$ cat config.mk
export PLATFORM = sky130hd
export DESIGN_NAME = mii_io_tx_rate
export DESIGN_NICKNAME = d
export VERILOG_FILES = /design/src/rtl/mii_io_tx_rate.sv
export SDC_FILE = /design/constraint.sdc
export NUM_CORES = 1
export LEC_CHECK = 0
export CORE_AREA = 2 2 46 48
export DETAILED_ROUTE_END_ITERATION = 8
export DIE_AREA = 0 0 48 50
export PLACE_DENSITY = 0.73
export SLEW_MARGIN = 30
export SYNTH_ARGS = -nofsm -noshare
export SYNTH_HDL_FRONTEND = slang
export SYNTH_SLANG_ARGS = --single-unit
$ cat constraint.sdc
create_clock -name clk_i -period 2.9 [get_ports clk_i]
set_input_delay 0.29 -clock clk_i [delete_from_list [all_inputs] [get_ports clk_i]]
set_output_delay 0.29 -clock clk_i [all_outputs]
set_load 0.02 [all_outputs]
$ cat src/rtl/mii_io_tx_rate.sv
// PHY-side MII transmit capture with 10/100 rate select.
// Divides clk into tx_clk, samples tx_en/tx_er/txd once per tx_clk period and strobes them out.
module mii_io_tx_rate #(
    parameter int DATA_WIDTH = 4,
    parameter int DIV        = 5,
    parameter int SLOW_MULT  = 10
) (
    input  logic                  clk_i,
    input  logic                  rst_i,
    input  logic                  speed_10_i,
    output logic                  speed_o,
    output logic                  ce_o,
    output logic                  enable_o,
    output logic                  err_o,
    output logic [DATA_WIDTH-1:0] data_o,
    output logic                  sof_o,
    output logic                  eof_o,
    output logic                  tx_clk_o,
    input  logic                  tx_en_i,
    input  logic                  tx_er_i,
    input  logic [DATA_WIDTH-1:0] txd_i
);

    localparam int P_FAST = DIV;
    localparam int P_SLOW = DIV * SLOW_MULT;
    localparam int CW     = (P_SLOW > 2) ? $clog2(P_SLOW) : 1;

    localparam logic [CW-1:0] LOAD_FAST = CW'(P_FAST - 1);
    localparam logic [CW-1:0] LOAD_SLOW = CW'(P_SLOW - 1);
    localparam logic [CW-1:0] HALF_FAST = CW'(P_FAST / 2);
    localparam logic [CW-1:0] HALF_SLOW = CW'(P_SLOW / 2);

    logic [CW-1:0]         cnt_q, cnt_d;
    logic                  speed_q, speed_d;
    logic                  tx_clk_q, tx_clk_d;
    logic                  ce_q, ce_d;
    logic                  enable_q, enable_d;
    logic                  err_q, err_d;
    logic [DATA_WIDTH-1:0] data_q, data_d;
    logic                  sof_q, sof_d;
    logic                  eof_q, eof_d;
    logic                  init_q;
    logic                  rate_ok;

    // A rate change is only safe between frames: nothing captured and nothing arriving.
    assign rate_ok = (speed_10_i != speed_q) && !enable_q && !tx_en_i;

    always_comb begin
        cnt_d    = cnt_q;
        speed_d  = speed_q;
        ce_d     = 1'b0;
        enable_d = enable_q;
        err_d    = err_q;
        data_d   = data_q;
        sof_d    = 1'b0;
        eof_d    = 1'b0;

        if (init_q) begin
            // First cycle out of reset restarts the period with no sample pending.
            cnt_d = LOAD_FAST;
        end else if (cnt_q == '0) begin
            if (rate_ok) begin
                speed_d = speed_10_i;
            end
            cnt_d    = speed_d ? LOAD_SLOW : LOAD_FAST;
            ce_d     = 1'b1;
            enable_d = tx_en_i;
            err_d    = tx_er_i;
            data_d   = txd_i;
            sof_d    = tx_en_i && !enable_q;
            eof_d    = !tx_en_i && enable_q;
        end else begin
            cnt_d = cnt_q - CW'(1);
        end

        // tx_clk is registered from the next count, so it tracks the k-rule with no glitch.
        tx_clk_d = (cnt_d >= (speed_d ? HALF_SLOW : HALF_FAST));
    end

    always_ff @(posedge clk_i) begin
        if (rst_i) begin
            cnt_q    <= LOAD_FAST;
            speed_q  <= 1'b0;
            tx_clk_q <= 1'b0;
            ce_q     <= 1'b0;
            enable_q <= 1'b0;
            err_q    <= 1'b0;
            data_q   <= '0;
            sof_q    <= 1'b0;
            eof_q    <= 1'b0;
            init_q   <= 1'b1;
        end else begin
            cnt_q    <= cnt_d;
            speed_q  <= speed_d;
            tx_clk_q <= tx_clk_d;
            ce_q     <= ce_d;
            enable_q <= enable_d;
            err_q    <= err_d;
            data_q   <= data_d;
            sof_q    <= sof_d;
            eof_q    <= eof_d;
            init_q   <= 1'b0;
        end
    end

    assign speed_o  = speed_q;
    assign tx_clk_o = tx_clk_q;
    assign ce_o     = ce_q;
    assign enable_o = enable_q;
    assign err_o    = err_q;
    assign data_o   = data_q;
    assign sof_o    = sof_q;
    assign eof_o    = eof_q;

endmodule

[Word level (Yosys, flattened, before mapping)]
Index checks and enable logic that the tools add are counted.
Storage, ports and cells
  register bits: 18
  output and inout bits: 11
Operators by class
  $add $sub $neg: 1
  magnitude comparators: 1
  eq/ne operators: 1
  multiplexer cells: 11
  bitwise logic cells: 2
  reduce and logical (&&, ||, !) cells: 10
Operators with widths (count)
  2-to-1 mux 6 bit: 3
  2-to-1 mux 1 bit: 7
  greater-or-equal comparator 6 x 5 -> 1 bit: 1
  zero test 6 bit: 1
  subtractor 6 x 1 -> 6 bit (second input constant): 1
  2-to-1 mux 5 bit: 1
  logical AND 1 bit: 4
  OR reduction 3 bit: 1
  zero test 1 bit: 2
  NOT 1 bit: 2
  AND reduction 2 bit: 1
  OR reduction 2 bit: 1
  inequality test 1 bit: 1

[Longest topological paths before layout]
Gate-level depths: netlist of the first run.
  word-level depth: 10
  depth in mapped cells: 11
  mapped depth without buffers: 11

[Worst setup path before layout of the first run]
Ideal clock, no wire load.
  kind: register to register
  from: register cnt_q[2]
  to: register tx_clk_q, in the netlist tx_clk_o
  setup time: 0.134 ns
  arrival: 2.475 ns
  data required time: 2.766 ns
  path slack: 0.290 ns
  cell stages (with the launch flop): 10
  path buffers: 1
  period minus slack after synthesis: 2.610 ns
  cell sequence: dfxtp_1 > or3_1 > buf_2 > nor4b_1 > mux2i_1 > inv_1 > ha_1 > o21ai_0 > a31oi_1 > or4_1
On the way
  longest elaborated chain between the ends: 5
  elaborated cells on any way between the ends: 8
  those cells by class: add/sub: 1; order compare: 1; mux: 5; reduce/logical: 1
RTL lines
  start: declaration: line 33  | logic [CW-1:0] cnt_q, cnt_d;
  start signal: assignment: line 93  | cnt_q <= cnt_d;
  zero test 6 bit: line 61  | end else if (cnt_q == '0) begin
  2-to-1 mux 1 bit: line 61
  2-to-1 mux 1 bit: line 58  | if (init_q) begin
  named net speed_d: line 34  | logic speed_q, speed_d;
  2-to-1 mux 5 bit: line 77  | tx_clk_d = (cnt_d >= (speed_d ? HALF_SLOW : HALF_FAST));
  greater-or-equal comparator 6 x 5 -> 1 bit: line 77
  end signal: assignment: line 95  | tx_clk_q <= tx_clk_d;
  end: declaration: line 35  | logic tx_clk_q, tx_clk_d;
The timed path passes the listed nets, and every way through them passes these cells.
A chain may end at the register's enable or synchronous reset.

[Worst setup path after layout of the first run]
Same ends and word-level chain as after synthesis.

==> results of run 1 <==
-- area by class of cell --
class	instances	area [um2]	area share
Sequential cell	18	360	0.322
Tap cell	27	33.8	0.0302
Clock buffer	4	36.3	0.0324
Multi-Input combinational cell	66	458	0.409
Inverter	5	18.8	0.0168
Timing Repair Buffer	22	213	0.190
-- layer usage --
metal,share of wire,wire (um),up-vias
li1,-,-,371
met1,0.49,819,323
met2,0.47,783,16
met3,0.032,53,2
met4,0.012,20,0
met5,0,0,-
-- worst paths after layout --
path | startpoint | end | cells after the start
max | cnt_q[2] | tx_clk_o | 8
min | err_o | err_o | 2
max reg2reg | cnt_q[2] | tx_clk_o | 8
min reg2reg | err_o | err_o | 2
-- power by group through the flow --
| stage | Sequential, mW | Clock, mW | Combinational [mW] |
|---|---|---|---|
| 2_1_floorplan | 0.280 | 0 | 0.0573 |
| 3_3_place_gp | 0.275 | 0 | 0.102 |
| 3_5_place_dp | 0.275 | 0 | 0.103 |
| 4_1_cts | 0.270 | 0.163 | 0.104 |
| 5_1_grt | 0.272 | 0.171 | 0.118 |
| 6_report | 0.270 | 0.153 | 0.105 |
-- placed cells by master, fill, tap and decap left out --
cell type and n:
nor2b_1 3, or3b_2 1, or4_1 1, nor3_1 4, clkdlybuf4s50_1 19, nand2b_1 1
or2_2 1, nor3_2 1, mux2i_1 6, xor2_1 1, o21ai_0 3, a41o_1 1
dfxtp_1 18, o21bai_1 1, a21oi_1 3, a211oi_1 1, a41oi_1 1, nor2_1 16
nand3b_1 1, xnor2_1 1, or3_1 2, nor3_4 1, clkbuf_4 3, nor4b_1 2
or3b_1 1, nand2_1 3, buf_4 3, a31oi_1 1, nor4b_2 1, o311ai_0 1
inv_1 5, nor4_1 2, ha_1 5, clkbuf_8 1
-- worst max-delay path, cell delays in order, from the launching register on --
cell and delay [ns]:
dfxtp_1 0.37, or3_1 0.43, nor4b_2 0.32, mux2i_1 0.37, inv_1 0.11, ha_1 0.29, o21ai_0 0.17, a31oi_1 0.09
or4_1 0.40
-- logic make-up (layout without fill, tap and decap cells) --
logic type / count (synthesis) / count (layout) / share of synthesized area
compound gates: 12 / 12 / 0.0935
flops: 18 / 18 / 0.427
buf+inv: 8 / 31 / 0.0371
mux: 6 / 6 / 0.0712
simple gates: 41 / 41 / 0.276
xor+xnor: 2 / 2 / 0.0208
fa+ha+maj: 5 / 5 / 0.0742
-- flip-flops by register name (all words and copies together), names as in the netlist --
register and cells:
tx_clk_o 1, sof_o 1, eof_o 1, err_o 1, init_q 1, speed_o 1, ce_o 1, data_o 4
cnt_q 6, enable_o 1
-- stage by stage --
stage                     setup slack, ns  total power [mW]
after CTS                           0.113             0.537
after floorplan                     0.290             0.337
final                               0.235             0.528
after detailed placement           0.0595             0.378
after global routing              0.00906             0.561
after global placement             0.0885             0.377
-- repair_timing --
action / in CTS / in global routing
resized for setup: 0 / 1
endpoints found under the setup margin: 0 / 1
endpoints found under the hold margin: 0 / 0
setup buffers: 0 / 0
==> run summary, run 1 <==
CP Capture Type - flip-flop
final non-filler cell total - 142
sequential power share - 0.511
DR vias/cell - 5.01
Worst-Margin Slew - 0.411 ns
ys async rst share - 0
setup repair after global routing missed its margin - no
total grt overflow - 0
largest net degree at the start of global routing - 16
core area - 1900 um2
P_sw - 0.140 mW
die area - 2400 um2
DRT Pass-1 Iters - 4
Ant. Diodes - 0
Yosys top cell area share - 0.427
met1 Track Usage GR - 0.239
global-route wire length before repair - 2770 um
crit path DAT - 2.85 ns
Int Pwr - 0.388 mW
RePlAce Congestion - 0.849
Worst IR Drop VDD - 256 uV
fin crit share - 0.919
Yosys warning count - 0
ANT nets after route - 0
leakage - 0.428 nW
DIE HEIGHT - 50 um
Mean Syn Cell Area - 9.17 um2
met2 GRT Util - 0.218
maxcap violations - 0
clock latency on the worst-skew pair - 0.29 ns
Initial Utilization - 0.443
Fin Setup TNS - 0 ns
fin. max-slew vios - 0
Vias - 712
Util after Layout - 0.589
dpl cell area - 1080 um2
Setup crit start kind - flip-flop
input/output buffers - 19
FF-to-FF setup slack - 0.23 ns
CTS tree - built
Routed WL per cell - 11.8 um
drt total wl - 1680 um
Rel. slew slack - 0.723
type of the tightest min-delay check - reg -> reg
CTS Sinks - 18
syn nets - 106
Layout Skew - 0.00983 ns
DR iter-0 viols - 18
share of cells above drive strength 1 - 0.104
Final setup violation count - 0
power per cell area - 472 nW/um2
hold slack - 0.501 ns
cell taking the most area after synthesis - dfxtp_1
synthesized area - 843 um2
Max FO, Critical Path - 6
Ports - 20
Crit Path Category - reg -> reg
Achievable Freq - 0.375 GHz
Post-synth EDFFs - 0
FILL cells - 166
dominant synthesized flop cell - dfxtp_1
synth unique cells - 31
final hold violations - 0
design area - 1120 um2
worst path required time - 3.08 ns
initial antenna violation count - 0
Clk pin slew, worst setup/hold paths - 0.11 ns
FF+latch count, synth - 18
chip width - 48 um
Max Root-Sink Buffers - 2
met3 Track Usage GR - 0.0220
residual DRC count - 0
htree depth - 1
vias in the first global route - 643
CTS buffer count - 3
Clock power frac - 0.290
GR peak layer - met1
final net count - 130
dpl cells - 138
hold_buf cts - 0
Site Rows - 16
Detailed Place HPWL - 1210 um
Sw Share - 0.266
Layout area overhead - 32.8%
Post-synth top cells - dfxtp_1, nor2_1, mux2i_1
min Tclk post-route - 2.67 ns
CTS Root Cell - clkbuf_4
GRT Util Overall - 0.162
top-count cell post-synth - dfxtp_1
Cells after Synth - 92
Comb pwr share - 0.199
register area share after synthesis - 0.427
Area contributors post-synth - dfxtp_1, ha_1, mux2i_1
outcome - completed
Note: power is estimated with default switching activity, not from simulation.
==> inputs of run 2 (changes only) <==
- ABC_AREA: unset -> 1
- CORE_AREA: 2 2 46 48 -> 2 2 47 49
- CTS_CLUSTER_SIZE: unset -> 25
- DIE_AREA: 0 0 48 50 -> 0 0 49 51
- PLACE_DENSITY: 0.73 -> 0.74
==> run summary, run 2 <==
Detailed Place HPWL - 1350 um
critical path cell sequence - inv_1, ha_1, inv_1, nor2_2, nand3_4, nor2_8, inv_4, o21ai_4, inv_2, ha_1, inv_1, nand2_1, nand2_1, nand2_1, nor2_1, nand3_2, nand2_1, nand2_1, nand2_1, a21oi_2
DRT Pass-1 Iters - 4
Max Root-Sink Buffers - 2
vias in the first global route - 725
Clk pin slew, worst setup/hold paths - 0.09 ns
Setup crit start kind - flip-flop
die area - 2500 um2
Initial Utilization - 0.440
maxcap violations - 0
Site Rows - 17
fin worst setup slack - 0.497 ns
final hold violations - 0
post_cts resized - 0
syn nets - 125
dominant synthesized flop cell - dfxtp_1
residual DRC count - 0
commonest cells after routing, fill and taps aside - clkdlybuf4s50_1, nor2_1, dfxtp_1
FILL cells - 212
P_sw - 0.160 mW
hold_buf cts - 0
Achievable Freq - 0.416 GHz
Routed WL per cell - 10.3 um
Int Pwr - 0.371 mW
clock latency on the worst-skew pair - 0.28 ns
Hold Path Origin - enable_o
fin. max-slew vios - 0
Yosys top cell area share - 0.397
CP Capture Type - flip-flop
Fin Setup TNS - 0 ns
RePlAce Congestion - 0.775
synth unique cells - 26
DIE HEIGHT - 51 um
core area - 2060 um2
global-route wire length before repair - 2860 um
commonest non-fill, non-tap cell in the layout - clkdlybuf4s50_1
Crit. Startpoint - cnt_q[0]
largest net degree at the start of global routing - 11
Worst IR Drop VDD - 319 uV
Mean Syn Cell Area - 8.18 um2
Ant. Diodes - 0
Rel. slew slack - 0.685
Max FO, Critical Path - 10
Post-synth EDFFs - 0
number of post-CTS setup repair buffers - 0
CTS Sinks - 18
input/output buffers - 19
worst setup path endpoint - tx_clk_o
Crit Path Category - reg -> reg
share of cells above drive strength 1 - 0.205
Post-synth top cells - dfxtp_1, nor2_1, inv_1, nand2_1, o21ai_0
htree depth - 1
Ports - 20
drt total wl - 1650 um
outcome - completed
type of the tightest min-delay check - reg -> reg
fin crit share - 0.829
power per cell area - 461 nW/um2
sequential power share - 0.510
final net count - 148
Final setup violation count - 0
Util after Layout - 0.559
initial antenna violation count - 0
leakage - 0.523 nW
max reg flops - 6
worst path bufs/invs - 5
FF+latch count, synth - 18
final non-filler cell total - 160
DR iter-0 viols - 6
Post-Place Worst Slack - 0.464 ns
Top delay family on crit path - simple AND/OR/NAND/NOR gates
GRT Util Overall - 0.148
dpl cells - 157
ys async rst share - 0
CTS Root Cell - clkbuf_4
CTS buffer count - 3
CTS tree - built
critical path's slowest cell - dfxtp_1
Clock power frac - 0.219
Vias - 737
Yosys warning count - 0
cell taking the most area after synthesis - dfxtp_1
Cells after Synth - 111
total grt overflow - 0
Worst-Margin Slew - 0.471 ns
min Tclk post-route - 2.40 ns
critical path's most frequent cell - nand2_1
Reg-to-Reg End - tx_clk_o
crit path DAT - 2.57 ns
DR vias/cell - 4.61
ANT nets after route - 0
Sw Share - 0.302
Comb pwr share - 0.271
Area contributors post-synth - dfxtp_1, nor2_1, ha_1
FF-to-FF setup slack - 0.50 ns
synthesized area - 908 um2
r2r startpoint - cnt_q[0]
chip width - 49 um
Layout Skew - 0.00242 ns
R2R cell count - 20
Crit path depth - 20
setup repair after global routing missed its margin - no
crit-path max cell delay - 0.32 ns
worst path required time - 3.06 ns
register area share after synthesis - 0.397
Biggest register - cnt_q
Layout area overhead - 26.9%
run 2: cell count changes in the layout (fill, tap and decap cells not counted), sizes merged, moves of 2 or more:
cell	delta
nor4b	-3
mux2i	-6
nand2	+16
inv	+13
nand3	+7
nor2b	-3
nor3	-4
or3	-2
o21ai	+7
buf	-3
or3b	-2
nor2	+7
run 2: cells by family after synthesis:
kind of cell,count (synthesis),synth area share
AND/OR/NAND/NOR,53,0.332
AO/OA/AOI/OAI,14,0.102
adder cells (fa/ha/maj),5,0.0689
buffers and inverters,19,0.0813
XOR/XNOR,2,0.0193
flip-flops,18,0.397
run 2: worst min-delay path by stage:
stage	end	slack, ns	cells after the start
after floorplan	init_q	0.32	0
after global placement	data_o[3]	0.49	2
after detailed placement	data_o[2]	0.50	2
after CTS	sof_o	0.53	1
after global routing	sof_o	0.55	1
final	sof_o	0.52	1
run 2: final cells by class:
type | instances | area (um2) | share of cell area
clock buffers | 3 | 22.5 | 0.0195
inverters | 18 | 70.1 | 0.0608
multi-input cells | 74 | 474 | 0.412
flip-flops and latches | 18 | 360 | 0.313
well taps | 28 | 35.0 | 0.0304
repair buffers | 19 | 190 | 0.165
run 2: metrics by stage:
stage | instance area, um2 | total power [mW] | hold slack, ns
after global placement | 1130 | 0.418 | 0.494
after floorplan | 908 | 0.377 | 0.318
final | 1150 | 0.531 | 0.519
after CTS | 1150 | 0.542 | 0.527
after global routing | 1150 | 0.567 | 0.546
after detailed placement | 1130 | 0.422 | 0.502
run 2: power groups by stage:
stage	sequential [mW]	clock, mW	combinational, mW
finish	0.271	0.117	0.144
floorplan	0.287	0	0.0899
global placement	0.276	0	0.141
global route	0.273	0.133	0.161
CTS	0.271	0.125	0.146
detailed placement	0.277	0	0.145
run 2: routing by layer:
| metal | global-route usage | share of wire | vias up |
|---|---|---|---|
| li1 | - | - | 392 |
| met1 | 0.164 | 0.44 | 324 |
| met2 | 0.276 | 0.50 | 17 |
| met3 | 0.0234 | 0.051 | 4 |
| met4 | 0.0714 | 0.013 | 0 |
| met5 | 0 | 0 | - |
